`config.mk`:
```
export PLATFORM = sky130hd
export DESIGN_NAME = seq_pc_state_reg
export DESIGN_NICKNAME = d
export VERILOG_FILES = /design/src/rtl/seq_pc_state_reg.sv
export SDC_FILE = /design/constraint.sdc
export NUM_CORES = 1
export LEC_CHECK = 0
export CORE_ASPECT_RATIO = 2
export CORE_UTILIZATION = 34
export CTS_CLUSTER_SIZE = 20
export DETAILED_ROUTE_END_ITERATION = 8
export DONT_BUFFER_PORTS = 1
export GPL_ROUTABILITY_DRIVEN = 0
export HOLD_SLACK_MARGIN = 0.1
export PLACE_DENSITY = 0.53
export SLEW_MARGIN = 20
export SYNTH_ARGS = -nofsm -noshare
export SYNTH_HDL_FRONTEND = slang
export SYNTH_SLANG_ARGS = --single-unit
export TNS_END_PERCENT = 10
```
`constraint.sdc`:
```
create_clock -name clock -period 5.6 [get_ports clock]
set_clock_uncertainty 0.05 [all_clocks]
set_input_delay 1.12 -clock clock [delete_from_list [all_inputs] [get_ports clock]]
set_output_delay 1.12 -clock clock [all_outputs]
set_load 0.01 [all_outputs]
```
`src/rtl/seq_pc_state_reg.sv`:
```
// Architectural PC/status register for the SEQ Y86-64 core.
// Commits the next PC each RUN cycle, folds fault/halt into stat, and keeps saturating counters.
module seq_pc_state_reg #(
    parameter logic [63:0] RESET_PC = 64'h0,
    parameter int unsigned CNT_W    = 32
) (
    input  logic             clock,
    input  logic             reset,
    input  logic             start,
    input  logic [63:0]      p_ctr_final,
    input  logic [3:0]       in_code,
    input  logic             instr_valid,
    input  logic             imem_error,
    input  logic             dmem_error,
    output logic [63:0]      pc,
    output logic [1:0]       stat,
    output logic             running,
    output logic [CNT_W-1:0] cycle_count,
    output logic [CNT_W-1:0] retired_count
);

    localparam logic [1:0] StatAok = 2'd0;
    localparam logic [1:0] StatHlt = 2'd1;
    localparam logic [1:0] StatAdr = 2'd2;
    localparam logic [1:0] StatIns = 2'd3;
    localparam logic [3:0] IcodeHalt = 4'h0;

    typedef enum logic [1:0] {
        StIdle,
        StRun,
        StStop
    } state_e;

    state_e           r_state;
    logic [63:0]      r_pc;
    logic [1:0]       r_stat;
    logic [CNT_W-1:0] r_cycle;
    logic [CNT_W-1:0] r_retired;

    state_e           w_state_d;
    logic [63:0]      w_pc_d;
    logic [1:0]       w_stat_d;
    logic [CNT_W-1:0] w_cycle_d;
    logic [CNT_W-1:0] w_retired_d;
    logic [CNT_W-1:0] w_cycle_sat;
    logic [CNT_W-1:0] w_retired_sat;

    // Counters stick at all-ones rather than wrapping.
    assign w_cycle_sat   = (&r_cycle)   ? r_cycle   : r_cycle + CNT_W'(1);
    assign w_retired_sat = (&r_retired) ? r_retired : r_retired + CNT_W'(1);

    always_ff @(posedge clock) begin
        if (reset) begin
            r_state   <= StIdle;
            r_pc      <= RESET_PC;
            r_stat    <= StatAok;
            r_cycle   <= '0;
            r_retired <= '0;
        end else begin
            r_state   <= w_state_d;
            r_pc      <= w_pc_d;
            r_stat    <= w_stat_d;
            r_cycle   <= w_cycle_d;
            r_retired <= w_retired_d;
        end
    end

    always_comb begin
        w_state_d   = r_state;
        w_pc_d      = r_pc;
        w_stat_d    = r_stat;
        w_cycle_d   = r_cycle;
        w_retired_d = r_retired;
        case (r_state)
            StIdle: begin
                if (start) begin
                    w_state_d = StRun;
                end
            end
            StRun: begin
                w_cycle_d = w_cycle_sat;
                // Stopping conditions leave pc on the faulting/halting instruction.
                if (imem_error) begin
                    w_stat_d  = StatAdr;
                    w_state_d = StStop;
                end else if (!instr_valid) begin
                    w_stat_d  = StatIns;
                    w_state_d = StStop;
                end else if (dmem_error) begin
                    w_stat_d  = StatAdr;
                    w_state_d = StStop;
                end else if (in_code == IcodeHalt) begin
                    w_stat_d    = StatHlt;
                    w_retired_d = w_retired_sat;
                    w_state_d   = StStop;
                end else begin
                    w_pc_d      = p_ctr_final;
                    w_retired_d = w_retired_sat;
                end
            end
            StStop: begin
                w_state_d = StStop;
            end
            default: begin
                w_state_d = StIdle;
            end
        endcase
    end

    assign pc            = r_pc;
    assign stat          = r_stat;
    assign running       = (r_state == StRun);
    assign cycle_count   = r_cycle;
    assign retired_count = r_retired;

endmodule

```
==> reports/results.ini, run 1 <==
[synth]
ys_async_sr_fraction_pct=0
netlist_instances=700
ys_seq_area_share_pct=46.1
synth.avg_cell_area_um2=8.19
synth_edf_count=0
yosysWarnings=0
synth_flop_cell=dfxtp_1
ys_seq_elements=132
synth_area_mm2=0.00573
ys_types=51
yosys-top-cells-area=dfxtp_1, nand2_1, a21oi_1, nor2_1, xnor2_1
post-synth-top-count-cell=nand2_1
synth_fp_nets=778
synth_commonest_cells=nand2_1, dfxtp_1, a21oi_1
yosysTopAreaCell=dfxtp_1
synth_top_area_share_pct=46.1

[timing]
finalSetupViolCount=0
min_period_ns=2.98
maxClockFrequency_mhz=336
tightestPinTransition_ns=0.797
setup_tns_ns=0
hold_violations=0
rsz0062_at_grt=false
max-slew-margin-rel_pct=46.4
slew_violations=0
whs_ns=0.448
period_share_pct=53.2

[detailed_routing]
post_drt_wl_per_cell_um=17.7
wl_um=15900
drt_iter0_markers=180
postRouteAntennaNets=0
via_count=5049
firstDrtPassIters=4
drc=0
via_per_inst=5.63

[place]
place_inst=865
dp_hpwl_um=11200
io_buffers=0

[floorplanning]
dieWidth_um=93.8
rows=66
die-area_mm2=0.0174
start_util_pct=35.1
boundaryPins=205
core_area_mm2=0.0164
die_y_um=186

[clocking]
cts_hold_buffers=0
clock_latency_ns=0.41
clock_path_buffers=2
cts-root-buf=clkbuf_16
post_cts_resized=0
postCtsSetupBuffers=0
cts.sink_count=132
cts_buffers=17
htree_num_levels=4
clkSlewWorstSetupHoldPaths_ns=0.06
tritoncts=built

[worst_setup_path]
ff2ff_setup_slack_ns=2.62
reg2reg_to=retired_count[16]$_SDFFE_PP0P_
worstSetupEndpoint=retired_count[16]$_SDFFE_PP0P_
crit_path_max_fanout=12
required_ns=5.85
cp_data_arrival_time_ns=3.23
criticalPathCategory=flop to flop
reg2reg_depth=6
cp-end-kind=flop
reg2reg_from=r_state[1]$_SDFFE_PP0P_
start_kind=flop
startpoint=r_state[1]$_SDFFE_PP0P_

[pwr]
switching_share_pct=20.9
combPwrFrac_pct=2.2
power_density_mw_per_mm2=335
power.share.clock_pct=53.3
internal-power_mw=1.72
p_sw_uw=455
p_leak_nw=2.09
ir_worst_vdd_mv=0.169
seq_power_share_pct=44.5

[global_route]
overflow=0
grt_usage_pct=17.7
grt_pass1_vias=4832
antenna_found_initial=0
grt_max_degree=143
grt_pass1_wl_um=23800

[flow_run]
maxCapViolations=0

[layout]
fin_cells=897
n_fill_cell=1645
fin_nets=758
drive_above_1_share_pct=7.79
syn_to_final_growth_pct=12.9
num_antenna_cells=0

[run_status]
status=complete, no violations

[worst_hold_path]
hp-class=flop to flop

-- sequential cells by signal, summed over array words and instances (netlist names) --
| register | cells |
|---|---|
| pc | 64 |
| cycle_count | 32 |
| retired_count | 32 |
| r_state | 2 |
| stat | 2 |
-- placed cells by master (no fill, tap or decap), drive strengths merged, types with 3 or more instances in the layout --
cell type    n
and2         3
a211oi       4
xor2         4
nor4        11
and4         8
a31o         4
ha           4
nand2b       4
nor2b        6
mux2         5
clkinvlp     3
a31oi        8
o31ai       12
a21oi      102
inv         11
nand3       22
nand2      160
a311oi       5
clkbuf      24
bufinv       3
nor2        40
o21ai       20
or3         19
xnor2       16
dfxtp      132
nand4       18
nor3         6
nand4b       3
and3         7
or4         12
-- stage by stage --
stage	util [%]	power (mW)	worst slack [ns]	area [um2]
4_1_cts	39.5	2.20	1.90	6460
3_3_place_gp	35.7	1.03	1.99	5840
6_report	39.6	2.17	2.62	6480
2_1_floorplan	-	1.04	3.06	5730
5_1_grt	39.6	2.25	2.48	6480
3_5_place_dp	35.7	1.04	1.83	5840
-- metal layers --
| layer | wire length [um] | vias up | GRT usage (%) |
|---|---|---|---|
| met5 | 0 | - | 0 |
| met4 | 471 | 0 | 10.3 |
| met3 | 1200 | 25 | 6.21 |
| met2 | 8650 | 177 | 32.9 |
| met1 | 5560 | 2419 | 16.2 |
| li1 | - | 2428 | - |
-- power groups by stage --
stage,clock network [mW],registers [mW],logic (mW)
floorplan,0,0.985,0.0513
global placement,0,0.988,0.0442
detailed placement,0,0.988,0.0471
CTS,1.18,0.968,0.0472
global route,1.23,0.969,0.0550
finish,1.16,0.968,0.0479
-- area by class of cell --
type	count	area [um2]	area share [%]
Clock buffer	24	492	7.59
Timing Repair Buffer	1	7.51	0.116
Sequential cell	132	2640	40.8
Multi-Input combinational cell	517	2920	45.0
Tap cell	204	255	3.94
Inverter	11	41.3	0.638
Clock inverter	8	123	1.89
-- worst max-delay path, cell delays in order, from the launching register on --
cell and delay [ns]:
dfxtp_1 0.30, inv_1 0.09, ha_1 0.56, nor4bb_4 0.82, nand2_1 0.25, nor4_1 0.41
mux2_2 0.38
-- how the worst min path moves through the flow --
| stage | endpoint | depth (start not counted) | slack [ns] | start |
|---|---|---|---|---|
| global route | pc[12]$_SDFFE_PP0P_ | 2 | 0.47 | pc[12]$_SDFFE_PP0P_ |
| floorplan | stat[1]$_SDFFE_PP0P_ | 2 | 0.43 | stat[1]$_SDFFE_PP0P_ |
| CTS | pc[12]$_SDFFE_PP0P_ | 2 | 0.45 | pc[12]$_SDFFE_PP0P_ |
| global placement | pc[12]$_SDFFE_PP0P_ | 2 | 0.43 | pc[12]$_SDFFE_PP0P_ |
| finish | pc[46]$_SDFFE_PP0P_ | 2 | 0.45 | pc[46]$_SDFFE_PP0P_ |
| detailed placement | pc[12]$_SDFFE_PP0P_ | 2 | 0.44 | pc[12]$_SDFFE_PP0P_ |
-- kinds of logic after synthesis --
logic type | share of synthesized area (%)
AND/OR/NAND/NOR | 28.6
AO/OA/AOI/OAI | 16.3
flip-flops | 46.1
buffers and inverters | 3.69
XOR/XNOR | 3.05
multiplexers | 1.33
adder cells (fa/ha/maj) | 0.873
Power figures use the tool's default switching activity.
==> run 2, diff against run 1 <==
Clock period 5.6 ns to 3 ns, I/O delays scaled along.
==> run 2 against run 1 <==
Clock power increased by 73%. Worst hold slack got worse by 0.24 ns. Power up 80%. Global-route usage about the same. Register-to-register slack worse by 2.0 ns. Non-clock buffer count is 8 higher. Via count decreased by 1.6%. Combinational power increased by 90%. Critical path depth fell by 1. Maximum frequency grew 23%. Cell area grew 0.15%. Worst setup slack got worse by 2.0 ns. Highest routed layer unchanged.
==> reports/results.ini, run 2 (synthesis gave the netlist of run 1 again) <==
[timing]
setup_tns_ns=0  ; unchanged
tightestPinTransition_ns=0.818  ; was 0.797 ns
min_period_ns=2.43  ; was 2.98 ns
max-slew-margin-rel_pct=44.9  ; was 46.4%
hold_violations=0  ; unchanged
rsz0062_at_grt=false  ; unchanged
maxClockFrequency_mhz=412  ; was 336 MHz
finalSetupViolCount=0  ; unchanged
period_share_pct=80.9  ; was 53.2%
slew_violations=0  ; unchanged

[pwr]
p_leak_nw=2.11  ; was 2.09 nW
power_mw=3.91  ; was 2.17 mW
power_density_mw_per_mm2=602  ; was 335 mW/mm2
power.share.clock_pct=51.4  ; was 53.3%
internal-power_mw=3.07  ; was 1.72 mW
seq_power_share_pct=46.2  ; was 44.5%
p_sw_uw=833  ; was 455 uW
combPwrFrac_pct=2.3  ; was 2.2%
switching_share_pct=21.3  ; was 20.9%
ir_worst_vdd_mv=0.355  ; was 0.169 mV

[worst_setup_path]
cpPeakStageDelay_ns=0.59  ; was 0.82 ns
crit_family=simple AND/OR/NAND/NOR gates  ; unchanged
slowest_stage=nor3_2  ; was nor4bb_4
reg2reg_depth=5  ; was 6
startpoint=retired_count[11]$_SDFFE_PP0P_  ; was r_state[1]$_SDFFE_PP0P_
critPathBufInv=0  ; was 1
cp-end-kind=flop  ; unchanged
start_kind=flop  ; unchanged
cp_cell_sequence=nand4_1 > nor3_2 > and3_1 > nor4_1 > mux2_2  ; was inv_1 > ha_1 > nor4bb_4 > nand2_1 > nor4_1 > mux2_2
required_ns=3.25  ; was 5.85 ns
crit_path_max_fanout=12  ; unchanged
path_depth=5  ; was 6
cp_data_arrival_time_ns=2.68  ; was 3.23 ns
criticalPathCategory=flop to flop  ; unchanged
reg2reg_from=retired_count[11]$_SDFFE_PP0P_  ; was r_state[1]$_SDFFE_PP0P_

[floorplanning]
dieWidth_um=93.8  ; unchanged
die_y_um=186  ; unchanged
boundaryPins=205  ; unchanged
core_area_mm2=0.0164  ; unchanged
die-area_mm2=0.0174  ; unchanged
rows=66  ; unchanged
start_util_pct=35.1  ; unchanged

[layout]
fin_nets=766  ; was 758
final_common_cell=nand2_1  ; unchanged
layout_common_cells=nand2_1, dfxtp_1, a21oi_1, nor2_1, nand3_1  ; unchanged
drive_above_1_share_pct=8.70  ; was 7.79%
post-route-util_pct=39.7  ; was 39.6%
final_area_mm2=0.00649  ; was 0.00648 mm2
largest_reg_flops=64  ; unchanged
num_antenna_cells=0  ; unchanged
syn_to_final_growth_pct=13.1  ; was 12.9%

[global_route]
grt_usage_pct=17.7  ; about the same
grt_pass1_vias=4856  ; was 4832
overflow=0  ; unchanged
antenna_found_initial=0  ; unchanged
grt_pass1_wl_um=23800  ; about the same
grt_max_degree=143  ; unchanged

[detailed_routing]
firstDrtPassIters=5  ; was 4
via_per_inst=5.49  ; was 5.63
postRouteAntennaNets=0  ; unchanged
drt_iter0_markers=197  ; was 180
via_count=4968  ; was 5049
post_drt_wl_per_cell_um=17.0  ; was 17.7 um
drc=0  ; unchanged
wl_um=15400  ; was 15900 um

[clocking]
cts.sink_count=132  ; unchanged
tritoncts=built  ; unchanged
htree_num_levels=4  ; unchanged
cts-root-buf=clkbuf_16  ; unchanged
clkSlewWorstSetupHoldPaths_ns=0.06  ; about the same
clock_latency_ns=0.42  ; was 0.41 ns
postCtsSetupBuffers=0  ; unchanged
cts_hold_buffers=0  ; unchanged
cts_buffers=17  ; unchanged
clock_path_buffers=2  ; unchanged
post_cts_resized=0  ; unchanged

[place]
dp_hpwl_um=11200  ; about the same
postPlaceCellArea_mm2=0.00592  ; was 0.00584 mm2
io_buffers=0  ; unchanged

[worst_hold_path]
hp-class=input pin to flop  ; was flop to flop
hold_start=reset  ; was pc[46]$_SDFFE_PP0P_
hold_path_depth=1  ; was 2

[run_status]
status=complete, no violations  ; unchanged

[flow_run]
maxCapViolations=0  ; unchanged

==> run 2: cell count changes in the layout (fill, tap and decap cells not counted), sizes merged <==
cell / before / now
buf: 1 / 9
bufinv: 3 / 2
clkbuf: 24 / 22
clkinv: 2 / 7
clkinvlp: 3 / 1
==> run 2: routing by layer <==
layer / global-route usage, % / routed length, um / vias to the layer above
met3: 6.09 / 1150 / 28
met1: 16.8 / 5380 / 2335
li1: - / - / 2438
met5: 0 / 0 / -
met2: 32.7 / 8430 / 167
met4: 9.42 / 460 / 0
==> run 2: path summary, 6_finish.rpt <==
kind | slack [ns] | endpoint
max | 0.57 | retired_count[16]$_SDFFE_PP0P_
max reg2reg | 0.57 | retired_count[16]$_SDFFE_PP0P_
min | 0.21 | cycle_count[14]$_SDFFE_PP0P_
min reg2reg | 0.45 | pc[9]$_SDFFE_PP0P_
==> run 2: through the flow <==
step	setup WS, ns	cells	hold WS (ns)
final	0.572	905	0.205
after global routing	0.338	905	0.179
after detailed placement	0.557	873	0.438
after CTS	0.545	905	0.183
after global placement	0.595	873	0.433
after floorplan	0.833	700	0.426
==> run 2: worst reg2reg max path, stage by stage (launching register included) <==
cell	delay (ns)
dfxtp_1	0.52
nand4_1	0.26
nor3_2	0.59
and3_1	0.49
nor4_1	0.13
mux2_2	0.29
==> run 2: power by group through the flow <==
stage	Clock, mW	Combinational [mW]	Sequential [mW]
global placement	0	0.0880	1.84
floorplan	0	0.0958	1.84
CTS	2.08	0.0926	1.81
finish	2.01	0.0910	1.81
detailed placement	0	0.0926	1.85
global route	2.15	0.105	1.81
==> run 2: area by class of cell <==
cell class              instances  area (um2)
fillers                      1690        9860
multi-input cells             517        2900
flip-flops and latches        132        2640
clock buffers                  22         464
well taps                     204         255
clock inverters                10         106
repair buffers                  9        80.1
inverters                      11        41.3
